[src/rtl/ycbcr_pkg.sv]
// Shared types and constants for the YCbCr->RGB stream scheduler.
package ycbcr_pkg;

  typedef struct packed {
    logic [7:0] y;
    logic [7:0] cb;
    logic [7:0] cr;
  } ycc_pix_t;

  typedef struct packed {
    logic [15:0] r;
    logic [15:0] g;
    logic [15:0] b;
  } rgb_fx_t;

  localparam ycc_pix_t YCC_BUBBLE = 24'h008080;

  typedef enum logic [1:0] {
    PH_Y  = 2'd0,
    PH_CB = 2'd1,
    PH_CR = 2'd2
  } ph_e;

endpackage

[src/rtl/ycbcr_rgb_fifo.sv]
// First-word-fall-through result FIFO; head reads as zero while empty.
module ycbcr_rgb_fifo #(
  parameter int unsigned DEPTH = 4,
  parameter int unsigned WIDTH = 48
) (
  input  logic                       clk,
  input  logic                       i_rst_n,
  input  logic                       i_push,
  input  logic [WIDTH-1:0]           i_data,
  input  logic                       i_pop,
  output logic [WIDTH-1:0]           o_head,
  output logic [$clog2(DEPTH):0]     o_count
);

  localparam int unsigned AW = $clog2(DEPTH);
  localparam logic [AW:0] FULL_CNT = (AW+1)'(DEPTH);

  logic [WIDTH-1:0] r_mem [DEPTH];
  logic [AW-1:0]    r_wp;
  logic [AW-1:0]    r_rp;
  logic [AW:0]      r_count;
  logic             w_full;
  logic             w_empty;
  logic             w_wr;
  logic             w_rd;

  assign w_full  = (r_count == FULL_CNT);
  assign w_empty = (r_count == '0);
  // A push into a full FIFO is accepted only when the head leaves in the same cycle.
  assign w_wr    = i_push && (!w_full || i_pop);
  assign w_rd    = i_pop && !w_empty;

  always_ff @(posedge clk) begin
    if (w_wr) r_mem[r_wp] <= i_data;
  end

  always_ff @(posedge clk) begin
    if (!i_rst_n) begin
      r_wp    <= '0;
      r_rp    <= '0;
      r_count <= '0;
    end else begin
      if (w_wr) r_wp <= r_wp + AW'(1);
      if (w_rd) r_rp <= r_rp + AW'(1);
      case ({w_wr, w_rd})
        2'b10:   r_count <= r_count + (AW+1)'(1);
        2'b01:   r_count <= r_count - (AW+1)'(1);
        default: r_count <= r_count;
      endcase
    end
  end

  assign o_head  = w_empty ? '0 : r_mem[r_rp];
  assign o_count = r_count;

endmodule

[src/rtl/ycbcr_rgb_sched.sv]
// Feeds whole pixels into the byte-serial ycbcr_rgb converter's 3-cycle slots and
// buffers real results; optional counters under YCBCR_SCHED_STATS_EN.
module ycbcr_rgb_sched
  import ycbcr_pkg::*;
#(
  parameter int unsigned CONV_LAT   = 4,
  parameter int unsigned FIFO_DEPTH = 4
) (
  input  logic        clk,
  input  logic        reset,
  input  logic        pix_valid,
  output logic        pix_ready,
  input  logic [23:0] pix_data,
  output logic        conv_reset,
  output logic [7:0]  conv_in_data,
  input  logic [15:0] conv_r,
  input  logic [15:0] conv_g,
  input  logic [15:0] conv_b,
  output logic        out_valid,
  input  logic        out_ready,
  output logic [15:0] out_r,
  output logic [15:0] out_g,
  output logic [15:0] out_b
`ifdef YCBCR_SCHED_STATS_EN
  ,
  output logic [15:0] stat_in_cnt,
  output logic [15:0] stat_out_cnt
`endif
);

  localparam int unsigned CW = $clog2(FIFO_DEPTH + 1);
  localparam int unsigned AW = $clog2(FIFO_DEPTH);

  ph_e                 r_ph;
  ph_e                 w_ph_nxt;
  ycc_pix_t            r_slot;
  logic                r_slot_real;
  logic [CW-1:0]       r_credits;
  logic [CONV_LAT-1:0] r_tag;
  logic                w_accept;
  logic                w_pop;
  logic                w_push;
  rgb_fx_t             w_head;
  logic [AW:0]         w_count;

  assign conv_reset = ~reset;

  always_ff @(posedge clk) begin
    if (!reset) r_ph <= PH_Y;
    else        r_ph <= w_ph_nxt;
  end

  always_comb begin
    w_ph_nxt = PH_Y;
    case (r_ph)
      PH_Y:    w_ph_nxt = PH_CB;
      PH_CB:   w_ph_nxt = PH_CR;
      default: w_ph_nxt = PH_Y;
    endcase
  end

  assign pix_ready = (r_ph == PH_CR) && (r_credits != '0);
  assign w_accept  = pix_valid && pix_ready;
  assign w_pop     = out_valid && out_ready;

  always_ff @(posedge clk) begin
    if (!reset) begin
      r_slot      <= YCC_BUBBLE;
      r_slot_real <= 1'b0;
    end else if (r_ph == PH_CR) begin
      r_slot      <= w_accept ? ycc_pix_t'(pix_data) : YCC_BUBBLE;
      r_slot_real <= w_accept;
    end
  end

  always_comb begin
    conv_in_data = r_slot.cr;
    case (r_ph)
      PH_Y:    conv_in_data = r_slot.y;
      PH_CB:   conv_in_data = r_slot.cb;
      default: conv_in_data = r_slot.cr;
    endcase
  end

  // Credits cover both in-flight real slots and FIFO occupancy, so a push never meets a full FIFO.
  always_ff @(posedge clk) begin
    if (!reset) begin
      r_credits <= CW'(FIFO_DEPTH);
    end else if (w_accept && !w_pop) begin
      r_credits <= r_credits - CW'(1);
    end else if (!w_accept && w_pop) begin
      r_credits <= r_credits + CW'(1);
    end
  end

  always_ff @(posedge clk) begin
    if (!reset) r_tag <= '0;
    else        r_tag <= {r_tag[CONV_LAT-2:0], (r_ph == PH_Y) && r_slot_real};
  end

  assign w_push = r_tag[CONV_LAT-1];

  ycbcr_rgb_fifo #(
    .DEPTH (FIFO_DEPTH),
    .WIDTH (48)
  ) u_fifo (
    .clk     (clk),
    .i_rst_n (reset),
    .i_push  (w_push),
    .i_data  ({conv_r, conv_g, conv_b}),
    .i_pop   (w_pop),
    .o_head  (w_head),
    .o_count (w_count)
  );

  assign out_valid = (w_count != '0);
  assign out_r     = w_head.r;
  assign out_g     = w_head.g;
  assign out_b     = w_head.b;

`ifdef YCBCR_SCHED_STATS_EN
  logic [15:0] r_stat_in;
  logic [15:0] r_stat_out;

  always_ff @(posedge clk) begin
    if (!reset) begin
      r_stat_in  <= '0;
      r_stat_out <= '0;
    end else begin
      if (w_accept) r_stat_in  <= r_stat_in + 16'd1;
      if (w_pop)    r_stat_out <= r_stat_out + 16'd1;
    end
  end

  assign stat_in_cnt  = r_stat_in;
  assign stat_out_cnt = r_stat_out;
`endif

endmodule

[config.mk]
export PLATFORM = sky130hd
export DESIGN_NAME = ycbcr_rgb_sched
export DESIGN_NICKNAME = d
export VERILOG_FILES = /design/src/rtl/ycbcr_pkg.sv /design/src/rtl/ycbcr_rgb_fifo.sv /design/src/rtl/ycbcr_rgb_sched.sv
export SDC_FILE = /design/constraint.sdc
export NUM_CORES = 1
export LEC_CHECK = 0
export BUFFER_PORTS_ARGS = -buffer_cell sky130_fd_sc_hd__buf_2
export CORE_MARGIN = 8
export CORE_UTILIZATION = 61
export DETAILED_ROUTE_END_ITERATION = 10
export HOLD_SLACK_MARGIN = 0.08
export PLACE_DENSITY_LB_ADDON = 0.12
export SYNTH_ARGS = -nofsm -noshare
export SYNTH_HDL_FRONTEND = slang
export SYNTH_HIERARCHICAL = 1
export SYNTH_SLANG_ARGS = --single-unit
[constraint.sdc]
create_clock -name clk -period 7.74 [get_ports clk]
set_input_delay 1.548 -clock clk [delete_from_list [all_inputs] [get_ports clk]]
set_output_delay 1.548 -clock clk [all_outputs]
set_load 0.05 [all_outputs]
Yosys cells after proc, flatten, opt, wreduce, memory -nomap -nowiden
Memories as Yosys holds them, arrays and structs flattened. A register that Yosys moved wholly into a read port is not among the register bits. Cells that the tools add are included.

Register bits: 41. Memory bits (writable): 192. Output and inout bits: 59. Word-level logic and storage cells: 53. Memories kept: 1.

Add/sub/neg operators: 6. Equal/unequal tests: 5. Muxes and demuxes: 11. Bitwise logic cells: 1. Reductions and logical operators: 19.

Memory list: u_fifo.r_mem (depth 4, bits a word 48, rd ports 1, clocked after memory_dff 1, write ports 1, line ycbcr_rgb_fifo.sv:18) `logic [WIDTH-1:0] r_mem [DEPTH];`.

Operators with widths (count): 2-to-1 mux 48 bit (1); 2-to-1 mux 24 bit (1); case mux 8 bit (2 select lines) (1); logical AND 1 bit (8); adder 3 x 1 -> 3 bit (second input constant) (2); 2-to-1 mux 3 bit (2); case mux 3 bit (2 select lines) (1); nonzero test 3 bit (2); subtractor 3 x 1 -> 3 bit (second input constant) (2); adder 2 x 1 -> 2 bit (second input constant) (2); == test 2 x 1 -> 1 bit (second input constant) (2); == test 2 bit (second input constant) (2); zero test 1 bit (4); 2-to-1 mux 2 bit (2); case mux 2 bit (2 select lines) (1); nonzero test 2 bit (2); == test 3 bit (second input constant) (1); zero test 3 bit (1); zero test 2 bit (1); 2-to-1 mux 1 bit (2); logical OR 1 bit (1); NOT 1 bit (1).

Logic depth before layout (Yosys ltp)
Word-level depth: 7. Depth in mapped cells: 11. Mapped depth without buffers: 11.

By module
The synthesis kept the hierarchy.

Modules (own cells, without submodules): ycbcr_rgb_fifo (times used 1, cells an instance 356, area each 7723.7 um2); ycbcr_rgb_sched (times used 1, cells an instance 125, area each 1363.8 um2).

Worst setup path before layout
OpenSTA, ideal clock, no wires.

Kind: input to register. Start point: in out_ready. End point: mem u_fifo.r_mem[0][0] (enable). Arrival: 3.144 ns. Required time: 7.330 ns. Setup slack: 4.186 ns. Stages: 4. Buffers on the path: 0. Cell sequence: nand2_1 -> inv_1 -> o41a_1 -> and2_1.

Longest elaborated chain between the ends: 5.

Ends and longest elaborated chain: start, declared (line ycbcr_rgb_sched.sv:20) `input logic out_ready,`; logical AND 1 bit (line ycbcr_rgb_sched.sv:64) `assign w_pop = out_valid && out_ready;`; via w_pop (line ycbcr_rgb_sched.sv:41) `logic w_pop;`; logical OR 1 bit (line ycbcr_rgb_fifo.sv:30) `assign w_wr = i_push && (!w_full || i_pop);`; logical AND 1 bit (line ycbcr_rgb_fifo.sv:30); 2-to-1 mux 1 bit (line ycbcr_rgb_fifo.sv:34) `if (w_wr) r_mem[r_wp] <= i_data;`; 2-to-1 mux 1 bit (not written as such) (line ycbcr_rgb_fifo.sv:34); end, declared (line ycbcr_rgb_fifo.sv:18).

The timed path passes the listed nets, and every way through them passes these cells.

==> flow_metrics.py <==
metrics = {
    "status": {
        "status": "complete, no violations",
    },
    "drt": {
        "routed_wl_mm": 16.7,
        "drc": 0,
        "avgRoutedWirePerCell_um": 20.2,
        "dr.pass1.iters": 4,
        "vias_per_cell": 5.61,
        "drt_iter0_drc": 258,
        "vias": 4624,
        "final_antenna_net_count": 0,
    },
    "global_routing": {
        "grt_pass1_vias": 5063,
        "grt_max_degree": 53,
        "grt_pass1_wl_mm": 26.6,
        "antenna_found_initial": 1,
        "grt_usage_pct": 17.3,
        "gr-total-overflow": 0,
    },
    "power_and_ir_drop": {
        "cellPowerDensity_nw_per_um2": 240,
        "p_clk_share_pct": 43.9,
        "irDropWorstVdd_uv": 221,
        "total_leakage_power_uw": 0.00376,
        "intPower_uw": 2080,
        "seqPwrFrac_pct": 53.8,
        "comb_power_share_pct": 2.3,
        "p_sw_share_pct": 18.6,
        "p_switching_uw": 476,
    },
    "finish": {
        "syn_to_final_growth_pct": 17.3,
        "fin_cells": 824,
        "drive_gt1_share_pct": 37.8,
        "fin_util_pct": 73.3,
        "final_area_um2": 10700,
        "fin_nets": 706,
    },
    "sta": {
        "hold_viol": 0,
        "rsz0062_at_grt": "no",
        "setup_viol": 0,
        "totalNegativeSetupSlack_ns": 0,
        "relSlewSlack_pct": 33.8,
        "fmax_mhz": 244,
        "drv_slew": 0,
        "min_period_over_period_pct": 52.9,
        "finClkSkew_ns": 0.00696,
        "tightest_slew_ns": 0.993,
        "min_period_ns": 4.09,
    },
    "critical_path": {
        "critPathCaptureType": "primary output",
        "rr_worst_depth": 11,
        "reg2reg_to": "u_fifo/o_count[2]",
        "r2r_start": "u_fifo/o_count[1]",
        "start_kind": "flop",
        "crit_type": "reg2out",
        "cp.arrival_ns": 2.55,
        "critPathMaxFanout": 48,
        "crit_end": "out_r[12]",
        "required_ns": 6.19,
        "reg2reg_setup_slack_ns": 4.96,
    },
    "clock_tree": {
        "htreeDepth": 1,
        "cts_tree": "yes",
        "post-cts-setup-buffer-count": 0,
        "cts_resized": 0,
        "cts_hold_buf": 0,
        "cts.path.max_buffers": 3,
        "cts_sinks": 235,
        "cts-root-buf": "clkbuf_16",
        "clk_pin_slew_ns": 0.06,
        "cts_buffers": 23,
        "clkLatencyLatePin_ns": 0.50,
    },
    "floorplan": {
        "fp.dieH_um": 138,
        "rows": 44,
        "initial_core_util_pct": 62.5,
        "dieArea_um2": 19100,
        "core_region_area_um2": 14500,
        "chipWidth_um": 138,
        "ios": 135,
    },
    "job": {
        "cap_viol_max_count": 0,
    },
    "yosys": {
        "ys_warn_count": 6,
        "synth_seq_area_share_pct": 72.9,
        "avgSynthCellArea_um2": 18.9,
        "netlist_area_um2": 9090,
        "synth_cells": 481,
        "synth_seq_cells": 235,
        "async_flop_share_pct": 0,
        "synth_fp_nets": 565,
        "yosysUniqueCellTypes": 34,
        "synth_edf_count": 192,
        "ys.flop_type": "edfxtp_1",
    },
    "placed_design": {
        "dp.cells": 781,
        "place_congestion": 0.755,
        "placed_cell_area_um2": 9880,
        "io_buffers": 134,
        "dp_hpwl_mm": 10.1,
    },
    "worst_hold_path": {
        "hold_path.class": "reg2reg",
    },
}
cells in the mapped netlist, drive strengths merged (6+ instances only):
master,number,area share (%)
and2,12,0.83
o21ai,14,0.77
clkbuf,9,0.37
mux4,48,12
buf,15,1.5
mux2i,10,1.1
edfxtp,192,63
dfxtp,43,9.5
inv,14,0.58
nor2b,48,3.3
ha,6,0.83
nand2,18,0.74
a22o,22,2.3
worst min-delay path by stage:
| stage | startpoint | end | slack [ns] | cells past startpoint |
|---|---|---|---|---|
| 6_report | r_tag[1] | r_tag[2] | 0.44 | 1 |
| 5_1_grt | r_tag[1] | r_tag[2] | 0.46 | 1 |
| 4_1_cts | r_tag[1] | r_tag[2] | 0.44 | 1 |
| 3_5_place_dp | r_tag[1] | r_tag[2] | 0.43 | 1 |
| 3_3_place_gp | r_tag[1] | r_tag[2] | 0.42 | 1 |
| 2_1_floorplan | r_tag[0] | r_tag[1] | 0.41 | 1 |
power groups by stage:
stage,Combinational (uW),Sequential [uW],Clock [uW]
6_report,58.5,1380,1120
5_1_grt,64.5,1380,1190
4_1_cts,59.0,1380,1150
3_5_place_dp,58.6,1400,0
3_3_place_gp,55.2,1400,0
2_1_floorplan,31.7,1400,0
logic make-up after synthesis:
family | count (synthesis) | synth area share [%]
XOR/XNOR | 4 | 0.386
multiplexers | 58 | 13.0
flip-flops | 235 | 72.9
AND/OR/NAND/NOR | 95 | 6.33
buffers and inverters | 38 | 2.45
adder cells (fa/ha/maj) | 8 | 1.27
AO/OA/AOI/OAI | 43 | 3.65
layer usage:
metal	vias to the layer above	global-route usage (%)	routed length, um
li1	2154	-	-
met1	2321	21.2	6750
met2	126	29.4	8550
met3	21	4.69	1100
met4	2	5.32	274
met5	-	0	13
metrics by stage:
step,hold WS (ns),power (uW),setup slack [ns]
detailed placement,0.427,1460,4.01
global route,0.462,2630,3.46
finish,0.438,2560,3.65
global placement,0.420,1460,4.02
CTS,0.441,2580,3.55
floorplan,0.412,1430,4.19
placed cells by master (no fill, tap or decap), types with 2 or more instances in the layout:
cell type and instances:
edfxtp_1 192, buf_2 134, nor2b_1 48, mux4_2 48, dfxtp_1 41, clkbuf_16 23
nand2_1 18, inv_1 14, o21ai_0 14, a22o_1 12, mux2i_1 10, a22o_2 10
and2_1 8, ha_1 6, buf_4 6, clkinv_1 5, nor2_1 4, or3_1 4
bufinv_16 4, and2_2 4, nor3_4 3, xor2_1 3, clkbuf_1 3, clkinv_2 3
diode_2 2, a2bb2oi_1 2, fa_1 2, a21boi_0 2
critical path, cell delays in order (launching register included):
cell and delay (ns):
dfxtp_4 1.00, mux4_2 0.60, nor2b_1 0.16, buf_2 0.25
sequential cells by signal, summed over array words and instances (netlist names), named ones only:
register	flops
r_credits	3
r_ph	2
r_slot	24
r_slot_real	1
r_tag	4
u_fifo/o_count	3
u_fifo/r_mem	192
u_fifo/r_rp	2
u_fifo/r_wp	2
final cells by class:
class	count	area (um^2)
diodes	2	5.00
clock buffers	27	601
clock inverters	14	170
fillers	908	3880
inverters	14	52.6
multi-input cells	208	2250
flip-flops and latches	235	6630
well taps	184	230
repair buffers	140	716
No activity file was read; power rests on OpenSTA's default activity.
